`config.mk`:
```
export PLATFORM = sky130hd
export DESIGN_NAME = icache_axi_refill
export DESIGN_NICKNAME = d
export VERILOG_FILES = /design/src/rtl/icache_axi_refill_pkg.sv /design/src/rtl/icache_axi_refill.sv
export SDC_FILE = /design/constraint.sdc
export NUM_CORES = 1
export LEC_CHECK = 0
export CAP_MARGIN = 40
export CELL_PAD_IN_SITES_DETAIL_PLACEMENT = 1
export CELL_PAD_IN_SITES_GLOBAL_PLACEMENT = 2
export CORE_MARGIN = 2
export CORE_UTILIZATION = 29
export CTS_CLUSTER_SIZE = 25
export DETAILED_ROUTE_END_ITERATION = 7
export GPL_TIMING_DRIVEN = 0
export HOLD_SLACK_MARGIN = 0.05
export PLACE_DENSITY_LB_ADDON = 0.1
export SLEW_MARGIN = 40
export SYNTH_ARGS = -nofsm -noshare
export SYNTH_HDL_FRONTEND = slang
export SYNTH_SLANG_ARGS = --single-unit
```
`constraint.sdc`:
```
create_clock -name aclk -period 2.9 [get_ports aclk]
set_input_delay 0.435 -clock aclk [delete_from_list [all_inputs] [get_ports aclk]]
set_output_delay 0.435 -clock aclk [all_outputs]
set_load 0.1 [all_outputs]
```
`src/rtl/icache_axi_refill_pkg.sv`:
```
// Shared bus types and AXI encodings for the instruction-cache refill path.
package pipeline_types;

   localparam int ICACHE_LINE_WORDS = 8;
   localparam int ICACHE_LINE_BYTES = ICACHE_LINE_WORDS * 4;

   typedef logic [31:0]                      bus32_t;
   typedef logic [32*ICACHE_LINE_WORDS-1:0]  bus256_t;

   localparam logic [1:0] AXI_BURST_INCR = 2'b01;
   localparam logic [2:0] AXI_SIZE_4B    = 3'b010;

   // Aligns a byte address down to the start of its cache line.
   function automatic bus32_t line_base(input bus32_t addr);
      return addr & ~bus32_t'(ICACHE_LINE_BYTES - 1);
   endfunction

endpackage

```
`src/rtl/icache_axi_refill.sv`:
```
// Turns an icache line-refill request into one AXI INCR read burst and
// returns the assembled line for a single cycle.
module icache_axi_refill
   import pipeline_types::*;
#(
   parameter logic [3:0] AXI_ID     = 4'd0,
   parameter int         LINE_WORDS = ICACHE_LINE_WORDS
) (
   input  logic        aclk,
   input  logic        aresetn,
   // icache_mem slave side
   input  logic        rd_req,
   input  bus32_t      rd_addr,
   output logic        ret_valid,
   output bus256_t     ret_data,
   // AXI read-address channel
   output logic [3:0]  arid,
   output bus32_t      araddr,
   output logic [7:0]  arlen,
   output logic [2:0]  arsize,
   output logic [1:0]  arburst,
   output logic        arvalid,
   input  logic        arready,
   // AXI read-data channel
   input  logic [3:0]  rid,
   input  bus32_t      rdata,
   input  logic [1:0]  rresp,
   input  logic        rlast,
   input  logic        rvalid,
   output logic        rready
);

   typedef enum logic [1:0] {
      IDLE,
      AR,
      R,
      RET
   } state_e;

   localparam logic [2:0] LAST_CNT = 3'(LINE_WORDS - 1);

   state_e      state_q;
   bus32_t      addr_q;
   logic [2:0]  cnt_q;
   logic        arvalid_q;
   logic        rready_q;
   logic        ret_valid_q;
   bus32_t      line_q [ICACHE_LINE_WORDS];

   // The port is dedicated to this block, so response status and ID carry no information.
   logic unused_rsp;
   assign unused_rsp = ^{rid, rresp};

   always_ff @(posedge aclk or negedge aresetn) begin
      if (!aresetn) begin
         state_q     <= IDLE;
         addr_q      <= '0;
         cnt_q       <= '0;
         arvalid_q   <= 1'b0;
         rready_q    <= 1'b0;
         ret_valid_q <= 1'b0;
         // NOTE: the line buffer is reset because ret_data is visible in every state and must read 0 after reset.
         for (int w = 0; w < ICACHE_LINE_WORDS; w++) begin
            line_q[w] <= '0;
         end
      end else begin
         // NOTE: all state here uses <= so every register samples pre-edge values, independent of statement order.
         unique case (state_q)
            IDLE: begin
               if (rd_req) begin
                  addr_q    <= line_base(rd_addr);
                  cnt_q     <= '0;
                  arvalid_q <= 1'b1;
                  state_q   <= AR;
                  for (int w = 0; w < ICACHE_LINE_WORDS; w++) begin
                     line_q[w] <= '0;
                  end
               end
            end
            AR: begin
               if (arready) begin
                  arvalid_q <= 1'b0;
                  rready_q  <= 1'b1;
                  state_q   <= R;
               end
            end
            R: begin
               if (rvalid) begin
                  line_q[cnt_q] <= rdata;
                  cnt_q         <= cnt_q + 3'd1;
                  // A short burst ends on rlast; a slave that never raises rlast is cut off after a full line.
                  if (rlast || cnt_q == LAST_CNT) begin
                     rready_q    <= 1'b0;
                     ret_valid_q <= 1'b1;
                     state_q     <= RET;
                  end
               end
            end
            RET: begin
               ret_valid_q <= 1'b0;
               state_q     <= IDLE;
            end
            default: begin
               state_q <= IDLE;
            end
         endcase
      end
   end

   assign arid      = AXI_ID;
   assign araddr    = addr_q;
   assign arlen     = 8'(LINE_WORDS - 1);
   assign arsize    = AXI_SIZE_4B;
   assign arburst   = AXI_BURST_INCR;
   assign arvalid   = arvalid_q;
   assign rready    = rready_q;
   assign ret_valid = ret_valid_q;

   for (genvar w = 0; w < ICACHE_LINE_WORDS; w++) begin : g_pack
      assign ret_data[32*w +: 32] = line_q[w];
   end

endmodule

```
==> impl_summary.log, run 1 <==
INFO  metric clock_sinks = between 200 and 300
INFO  metric gr-usage-all-layers = 26.02%
INFO  metric wl_per_cell = 26.85 um
INFO  metric reg2reg_capture_point = ret_data[77]
INFO  metric wl = 65.84 mm
INFO  metric m1WireLength = 30.38 mm
INFO  metric cts_root_buf = clkbuf_16
INFO  metric crit_path_max_fanout = 10
INFO  metric cap_viol_max_count = 0
INFO  metric insertion_delay = 0.55 ns
INFO  metric fp.coreArea = 47,450 um2
INFO  metric cts-buffers-inserted = 37
INFO  metric dieArea = 49,450 um2
INFO  metric post_synthesis_simple_gate_area_fraction = a little under an eighth
INFO  metric worst-r2r-setup-slack = approximately 0.22 ns
INFO  metric globalplace.congestion = 0.7976
INFO  metric fp.dieH = 222.4 um
INFO  metric post-place-ws = -0.1410 ns
INFO  metric synth_mux_area_share = under 10%
INFO  metric layout_common_cells = buf_2, dfrtp_1, o21ai_0
INFO  metric grt_max_degree = 64
INFO  metric yosys_register_bits = 291
INFO  metric highest_layer = met4
INFO  metric setup_ws = 0.2153 ns
INFO  metric slew_viol_final = 0
INFO  metric detail-route-antenna-nets = 0
INFO  metric min_period_over_period = between 90 and 100%
INFO  metric synth_compound_area_share = 26.09%
INFO  metric worst_path_most_repeated_cell = clkbuf_1
INFO  metric numPortBuffers = 350
INFO  metric post_route_cells_drive_above_1_share = 23.30%
INFO  metric timing_worst_slew_pin_value = 0.8397 ns
INFO  metric critPathCaptureType = flip-flop
INFO  metric outcome = complete, no violations
INFO  metric first_global_vias = 14,245
INFO  metric unrepaired_setup_endpoints_after_global_routing = false
INFO  metric timing.critical_path.buf_inv = 4
INFO  metric setup.worst_path.start_class = flip-flop
INFO  metric async_reset_ff_share = 100.0%
INFO  metric critPathTopFamily = buffers and inverters
INFO  metric routed-wl-met3 = 3.612 mm
INFO  metric ant_cells = 0
INFO  metric dp_cells = 2,387
INFO  metric timing_worst_setup_path_type = flip-flop to flip-flop
INFO  metric die_width = 222.4 um
INFO  metric detailed_place_hpwl = ~48 mm
INFO  metric synth_warnings = 0
INFO  metric r2r_start = state_q[0]
INFO  metric worst_setup_hold_path_clk_slew = 0.06 ns
INFO  metric layout_commonest_cell = buf_2
INFO  metric yosys_most_used_dff = dfrtp_1
INFO  metric crit_required = 3.33 ns
INFO  metric finish.cell_count_without_fillers = about 2,500
INFO  metric fmax = ~370 MHz
INFO  metric cts_tree = yes
INFO  metric synthCells = 1,397
INFO  metric design.portCount = about 380
INFO  metric relSlewSlack = between 40% and 50%
INFO  metric synth_adder_area_share = 0.5429%
INFO  metric area_delta_synth_final = 30.94%
INFO  metric detail_route.drc_violations = 0
INFO  metric fin_skew = 0.01459 ns
INFO  metric largest_family_of_logic_cells_by_synthesized_area = compound AO/OA/AOI/OAI gates
INFO  metric number_of_enable_type_register_cells_in_the_synthesized_netlist = 0
INFO  metric post_drt_via_cell_ratio = 5.820
INFO  metric worstHoldPathType = primary input to asynchronous set/reset pin
INFO  metric worst_hold_slack = 0.3536 ns
INFO  metric fin_setup_tns = 0 ns
INFO  metric synth_xor_area_share = 0%
INFO  metric crit_path_max_incr_delay = 0.59 ns
INFO  metric initial_antenna_violation_count = 0
INFO  metric grt_pass1_wl = about 98 mm
INFO  metric cts-root-to-sink-buffers = 3
INFO  metric setup_violations = 0
INFO  metric cell_area_after_technology_mapping = 13,830 um2
INFO  metric drt_pre_antenna_iters = 5
INFO  metric vias = 14,270
INFO  metric crit_arrival = roughly 3.1 ns
INFO  metric met2_layer_wire_length_in_the_routed_design = between 20 and 30 mm
INFO  metric yosysUniqueCellTypes = 31
INFO  metric placement_rows = 80
INFO  metric synth_area_per_cell = 9.899 um2
INFO  metric timing.critical_path.cells = inv_1 > ha_2 > mux2i_4 > buf_12 > clkbuf_1 > clkbuf_1 > o21ai_0 > o311ai_1
INFO  metric final_nets = 1,896
INFO  metric fraction_of_the_yosys_area_taken_by_sequential_cells = 52.66%
INFO  metric drt-initial-drc-count = roughly 950
INFO  metric grt-ovfl-total = 0
INFO  metric min_period = 2.685 ns
INFO  metric reg2reg_depth = 8
INFO  metric crit_slowest_cell = clkbuf_1
INFO  metric timing.final.hold_violations = 0
INFO  metric critical_path.startpoint = state_q[0]
INFO  metric htree_num_levels = 2
INFO  metric initial_utilization = between 20 and 30%
## flip-flops by register name (all words and copies together) (netlist names)
name and count:
araddr 27, arvalid 1, cnt_q 3, ret_data 256
ret_valid 1, rready 1, state_q 2
## area by class of cell
class | instances | area, um2
Inverter | 4 | 15.01
Timing Repair Buffer | 359 | 2260
Sequential cell | 291 | 7282
Multi-Input combinational cell | 921 | 5749
Fill cell | 5486 | 29340
Clock inverter | 6 | 105.1
Clock buffer | 56 | 1047
Buffer | 200 | 879.6
Tap cell | 615 | 769.5
## metal layers
layer | vias up | GRT usage [%]
met5 | - | 0
met4 | 0 | 7.989
met3 | 99 | 5.131
met2 | 475 | 39.85
met1 | 7477 | 37.05
li1 | 6219 | -
## logic make-up after synthesis
group,count (synthesis)
AOI/OAI and AO/OA,526
DFF,291
buffers and inverters,205
muxes,31
and+or+nand+nor,336
other,2
adders and majority gates,6
## Yosys cell counts (all sizes together) (2+ instances only)
master	n	area, um2
o221ai	32	280.3
dfrtp	291	7282
buf	56	326.6
nand3b	3	22.52
ha	6	75.07
nand3	257	1286
o21ai	265	1326
mux2	28	315.3
nand2	68	255.2
mux2i	3	33.78
inv	4	15.01
or3b	2	17.52
nor2b	2	12.51
o311ai	224	1962
clkbuf	145	544.3
conb	2	7.510
## stage by stage
| step | util [%] | instance area (um2) |
|---|---|---|
| 6_report | 38.16 | 18110 |
| 2_1_floorplan | - | 13900 |
| 3_3_place_gp | 38.31 | 18180 |
| 4_1_cts | 38.14 | 18100 |
| 3_5_place_dp | 35.61 | 16900 |
| 5_1_grt | 38.16 | 18110 |
## timing repair
item	in CTS	in global routing
setup buffers	3	0
endpoints found under the hold margin	27	0
hold buffers	1	0
resized for setup	1	8
pin swaps	0	0
cloned	0	0
endpoints found under the setup margin	61	161
## worst max path at each step
stage	endpoint	cells after the start
after CTS	ret_data[71]	7
after detailed placement	ret_data[44]	9
after global routing	ret_data[208]	8
after global placement	ret_data[38]	1
final	ret_data[77]	8
after floorplan	ret_data[43]	9
Power of run 1 is left out: the tool's default activity adds up to more than one toggle a clock period on the data nets, which glitch-free logic cannot reach.
==> run 2, diff against run 1 <==
Settings changed: REMOVE_ABC_BUFFERS set to 1.
==> run 2 against run 1 <==
- routed wire length shrank 14%
- first-iteration DRC count shrank 17%
- global-route usage fell by 3.6 points
- sequential share of layout area down 0.73 points
- flip-flop and latch count did not move
- hold slack worse by 0.0043 ns
- setup slack lost 0.011 ns
- non-clock buffer count fell by 124
- clock skew is 0.0036 ns higher
==> impl_summary.log, run 2 (synthesized netlist as in run 1, its figures left out) <==
INFO  metric timing_worst_setup_path_type = flip-flop to flip-flop
INFO  metric drt_pre_antenna_iters = 5 (unchanged)
INFO  metric relSlewSlack = 56.10% (+12 points)
INFO  metric cts-buffers-inserted = 38 (+2.7%)
INFO  metric detail-route-antenna-nets = 0 (unchanged)
INFO  metric slew_viol_final = 0 (unchanged)
INFO  metric wl = 56.40 mm (-14%)
INFO  metric setup.worst_path.start_class = flip-flop
INFO  metric setup_ws = 0.2044 ns (-0.01090 ns)
INFO  metric fillCellCount = 5,325 (-2.9%)
INFO  metric detailed_place_hpwl = 37.33 mm (-21%)
INFO  metric outcome = complete, no violations
INFO  metric first_global_vias = 13,468 (-5.5%)
INFO  metric layout_common_cells = dfrtp_1, buf_2, o21ai_0
INFO  metric post_drt_via_cell_ratio = 5.692 (-2.2%)
INFO  metric critPathTopFamily = buffers and inverters
INFO  metric placement_rows = 80 (unchanged)
INFO  metric crit_arrival = 3.11 ns (about the same)
INFO  metric drt-initial-drc-count = 786 (-17%)
INFO  metric timing.critical_path.cells = inv_1 > ha_4 > mux2i_4 > buf_8 > buf_8 > buf_6 > buf_6 > buf_16 > buf_8 > buf_6 > o21ai_0 > o311ai_0
INFO  metric fmax = 371.0 MHz (-0.40%)
INFO  metric clock_sinks = 291 (unchanged)
INFO  metric globalplace.congestion = 0.7053 (-12%)
INFO  metric crit_slowest_cell = dfrtp_1
INFO  metric timing_worst_slew_pin_value = 0.6561 ns (-0.1836 ns)
INFO  metric worstHoldPathType = primary input to asynchronous set/reset pin
INFO  metric gr-usage-all-layers = 22.44% (-3.6 points)
INFO  metric crit_path_max_fanout = 20 (+10)
INFO  metric initial_antenna_violation_count = 2 (+2)
INFO  metric vias = 13,269 (-7.0%)
INFO  metric crit_path_max_incr_delay = 0.42 ns (-0.17 ns)
INFO  metric worst_setup_hold_path_clk_slew = 0.06 ns (about the same)
INFO  metric die_width = 222.4 um (unchanged)
INFO  metric initial_utilization = 29.15% (unchanged)
INFO  metric setup_violations = 0 (unchanged)
INFO  metric timing.critical_path.buf_inv = 8 (+4)
INFO  metric fp.dieH = 222.4 um (unchanged)
INFO  metric design.portCount = 384 (unchanged)
INFO  metric insertion_delay = 0.56 ns (about the same)
INFO  metric dieArea = 49,450 um2 (unchanged)
INFO  metric detail_route.drc_violations = 0 (unchanged)
INFO  metric cts_tree = yes
INFO  metric unrepaired_setup_endpoints_after_global_routing = false
INFO  metric layout_commonest_cell = dfrtp_1
INFO  metric grt_max_degree = 66 (+3.1%)
INFO  metric area_delta_synth_final = 33.38%
INFO  metric critPathCaptureType = flip-flop
INFO  metric crit_required = 3.31 ns (-0.02 ns)
INFO  metric wl_per_cell = 24.20 um (-9.9%)
INFO  metric post_route_cells_drive_above_1_share = 27.07% (+3.8 points)
INFO  metric largest_register_ff_count = 256 (unchanged)
INFO  metric numPortBuffers = 350 (unchanged)
INFO  metric final_nets = 1,774 (-6.4%)
INFO  metric cts_root_buf = clkbuf_16
INFO  metric min_period_over_period = 92.95% (+0.38 points)
INFO  metric post-place-ws = -0.8302 ns (-0.6891 ns)
INFO  metric grt_pass1_wl = 86.77 mm (-11%)
INFO  metric htree_num_levels = 2 (unchanged)
INFO  metric min_period = 2.696 ns (+0.01090 ns)
INFO  metric timing.final.hold_violations = 0 (unchanged)
INFO  metric fp.coreArea = 47,450 um2 (unchanged)
INFO  metric fin_skew = 0.01820 ns (+0.003607 ns)
INFO  metric cap_viol_max_count = 0 (unchanged)
INFO  metric cts-root-to-sink-buffers = 3 (unchanged)
INFO  metric grt-ovfl-total = 0 (unchanged)
run 2: metal layers:
metal | vias to the layer above | GRT usage (%) | wire length [um]
li1 | 5976 | - | -
met1 | 6902 | 30.56 | 25400
met2 | 328 | 35.22 | 26210
met3 | 63 | 5.951 | 3523
met4 | 0 | 6.149 | 1263
met5 | - | 0 | 0
run 2: worst register-to-register path: cells and delay by family (launching register included):
kind / cells / cell delay (ns)
buffers and inverters: 8 / 1.46
multiplexers: 1 / 0.27
AO/OA/AOI/OAI: 2 / 0.20
flip-flops: 1 / 0.42
adder cells (fa/ha/maj): 1 / 0.21
run 2: through the flow:
step / hold slack [ns] / setup TNS, ns / utilization (%) / instance area [um2] / instances
3_3_place_gp: 0.4863 / - / 36.47 / 17310 / 2181
4_1_cts: 0.3308 / 0 / 38.84 / 18430 / 2328
6_report: 0.3493 / 0 / 38.87 / 18440 / 2331
2_1_floorplan: 0.1394 / -3223.65 / - / 13030 / 1216
5_1_grt: 0.3507 / 0 / 38.87 / 18440 / 2330
3_5_place_dp: 0.3268 / -149.47 / 36.24 / 17190 / 2258
run 2: what timing repair did:
| item | 4_1_cts | 5_1_grt |
|---|---|---|
| hold endpoints to repair | 44 | 0 |
| gates resized for setup | 0 | 3 |
| hold buffers | 1 | 0 |
| buffers inserted | 6 | 1 |
| endpoints found under the setup margin | 259 | 63 |
| cloned | 1 | 0 |
| pin swaps | 0 | 1 |
run 2: cell type report:
type,count,area (um2),area share (%)
timing repair buffer,435,3403,18.45
clock buffer,58,1137,6.166
antenna,2,5.005,0.02714
multi-input combinational,922,5808,31.49
inverter,4,15.01,0.08141
tap,615,769.5,4.172
clock inverter,4,23.77,0.1289
sequential,291,7282,39.48
run 2: final timing paths:
path / start / end / slack [ns] / depth (start not counted)
worst max register to register: state_q[0] / ret_data[15] / 0.20 / 12
max in group asynchronous: aresetn / ret_data[141] / 1.33 / 5
worst min register to register: araddr[15] / araddr[15] / 0.50 / 1
worst max-delay path: state_q[0] / ret_data[15] / 0.20 / 12
min in group aclk: rd_addr[28] / araddr[28] / 0.49 / 2
worst min-delay path: aresetn / araddr[17] / 0.35 / 2
Power of run 2 is left out for the same reason.
==> run 3, diff against run 2 <==
Settings changed: CTS_CLUSTER_DIAMETER set to 50, MAX_ROUTING_LAYER set to met4, SLEW_MARGIN 40 to unset.
==> run 3 against run 2 <==
- fmax is 5.5% lower
- core utilization grew 18 points
- via count grew 11%
- sequential share of layout area down 12 points
- count of clock-buffer cells in the layout is 4 lower
- critical path type unchanged
==> impl_summary.log, run 3 (synthesized netlist as in run 1, its figures left out) <==
INFO  metric outcome = complete, no violations
INFO  metric fp.coreArea = 47,450 um2 (unchanged)
INFO  metric post_route_cells_drive_above_1_share = 23.80% (-3.3 points)
INFO  metric largest_register_ff_count = 256 (unchanged)
INFO  metric grtUsageMet1 = 33.54% (+3.0 points)
INFO  metric worstHoldPathType = primary input to asynchronous set/reset pin
INFO  metric globalplace.congestion = 0.7132 (+1.1%)
INFO  metric critPathCaptureType = flip-flop
INFO  metric fp.dieH = 222.4 um (unchanged)
INFO  metric wl = 65.37 mm (+16%)
INFO  metric placement_rows = 80 (unchanged)
INFO  metric area_delta_synth_final = 95.02%
INFO  metric gr-usage-all-layers = 27.13% (+4.7 points)
INFO  metric relSlewSlack = 35.58% (-21 points)
INFO  metric crit_required = 3.34 ns (+0.03 ns)
INFO  metric grt_max_degree = 107 (+62%)
INFO  metric globalRouteMet3Util = 3.623% (-2.3 points)
INFO  metric numPortBuffers = 350 (unchanged)
INFO  metric detail_route.drc_violations = 0 (unchanged)
INFO  metric grt_pass1_wl = 101.8 mm (+17%)
INFO  metric timing_worst_setup_path_type = flip-flop to flip-flop
INFO  metric min_period_over_period = 98.34% (+5.4 points)
INFO  metric unrepaired_setup_endpoints_after_global_routing = true
INFO  metric fin_skew = 0.009833 ns (-0.008362 ns)
INFO  metric timing_worst_slew_pin_value = 0.9663 ns (+0.3102 ns)
INFO  metric design.portCount = 384 (unchanged)
INFO  metric cts_tree = yes
INFO  metric cts-root-to-sink-buffers = 3 (unchanged)
INFO  metric cap_viol_max_count = 0 (unchanged)
INFO  metric cts_root_buf = clkbuf_16
INFO  metric fmax = 350.7 MHz (-5.5%)
INFO  metric worst-r2r-setup-slack = 0.05 ns (-0.16 ns)
INFO  metric initial_antenna_violation_count = 3 (+1)
INFO  metric htree_num_levels = 2 (unchanged)
INFO  metric worst_setup_hold_path_clk_slew = 0.06 ns (about the same)
INFO  metric grt_most_used_layer = met2
INFO  metric crit_path_max_fanout = 33 (+65%)
INFO  metric dieArea = 49,450 um2 (unchanged)
INFO  metric fin_setup_tns = 0 ns (unchanged)
INFO  metric detail-route-antenna-nets = 0 (unchanged)
INFO  metric slew_viol_final = 0 (unchanged)
INFO  metric setup_violations = 0 (unchanged)
INFO  metric crit_arrival = 3.29 ns (+0.18 ns)
INFO  metric timing.final.hold_violations = 0 (unchanged)
INFO  metric fillCellCount = 4,659 (-13%)
INFO  metric drt-initial-drc-count = 834 (+6.1%)
INFO  metric first_global_vias = 15,983 (+19%)
INFO  metric post_drt_via_cell_ratio = 5.632 (-1.1%)
INFO  metric cts-buffers-inserted = 46 (+21%)
INFO  metric layout_common_cells = clkdlybuf4s50_1, dfrtp_1, o21ai_0
INFO  metric drt_pre_antenna_iters = 5 (unchanged)
INFO  metric clock_sinks = 291 (unchanged)
INFO  metric final_nets = 2,048 (+15%)
INFO  metric vias = 14,766 (+11%)
INFO  metric wl_per_cell = 24.93 um (+3.0%)
INFO  metric die_width = 222.4 um (unchanged)
INFO  metric detailed_place_hpwl = 42.24 mm (+13%)
INFO  metric min_period = 2.852 ns (+0.1562 ns)
INFO  metric layout_commonest_cell = clkdlybuf4s50_1
INFO  metric grtUsageMet2 = 46.16% (+11 points)
INFO  metric initial_utilization = 29.15% (unchanged)
INFO  metric setup.worst_path.start_class = flip-flop
INFO  metric grt-ovfl-total = 0 (unchanged)
INFO  metric insertion_delay = 0.56 ns (about the same)
[run 3: path summary, 6_finish.rpt]
check,cells past startpoint,from,to
setup / recovery,11,state_q[1],ret_data[64]
hold / removal,2,aresetn,araddr[27]
setup reg to reg,11,state_q[1],ret_data[64]
hold reg to reg,1,araddr[13],araddr[13]
max in group asynchronous,3,aresetn,ret_data[21]
min in group aclk,2,rd_addr[15],araddr[15]
[run 3: metrics by stage]
stage	area, um2	hold WS (ns)	std cells	setup slack [ns]	utilization [%]
after floorplan	13030	0.1394	1216	-12.58	-
after global placement	17310	0.4863	2181	-33.20	36.47
after detailed placement	25060	0.4976	2520	-1.466	52.83
after CTS	26950	0.4586	2619	0.03293	56.80
after global routing	26970	0.4863	2622	-0.02148	56.84
final	26970	0.4894	2622	0.04819	56.84
[run 3: timing repair]
action                                 in CTS  in global routing
pin swaps                                   1                  0
endpoints found under the hold margin      81                  0
resized for setup                           3                 17
hold buffers                                1                  0
cloned                                      5                  0
buffers inserted                            7                  0
setup endpoints to repair                 259                 50
[run 3: final cells by class]
| class | instances | area [um2] | area share [%] |
|---|---|---|---|
| Tap cell | 615 | 769.5 | 2.853 |
| Multi-Input combinational cell | 923 | 5837 | 21.64 |
| Antenna cell | 3 | 7.507 | 0.02784 |
| Inverter | 4 | 15.01 | 0.05567 |
| Sequential cell | 291 | 7282 | 27.00 |
| Clock inverter | 32 | 426.7 | 1.582 |
| Clock buffer | 54 | 1265 | 4.691 |
| Timing Repair Buffer | 700 | 11370 | 42.15 |
[run 3: critical path, cell delays in order (launching register included)]
cell      delay (ns)
dfrtp_1         0.45
inv_1           0.17
ha_4            0.21
mux2i_4         0.10
buf_16          0.17
buf_16          0.16
buf_16          0.17
or2_4           0.30
buf_16          0.19
buf_16          0.20
buf_16          0.20
o311ai_1        0.38
[run 3: routing by layer]
layer  part of all wire (%)  wire length [um]
met1                     42             27220
met2                     51             33580
met3                    4.3              2840
met4                    2.6              1729
met5                      0                 0
Power of run 3 is left out for the same reason.
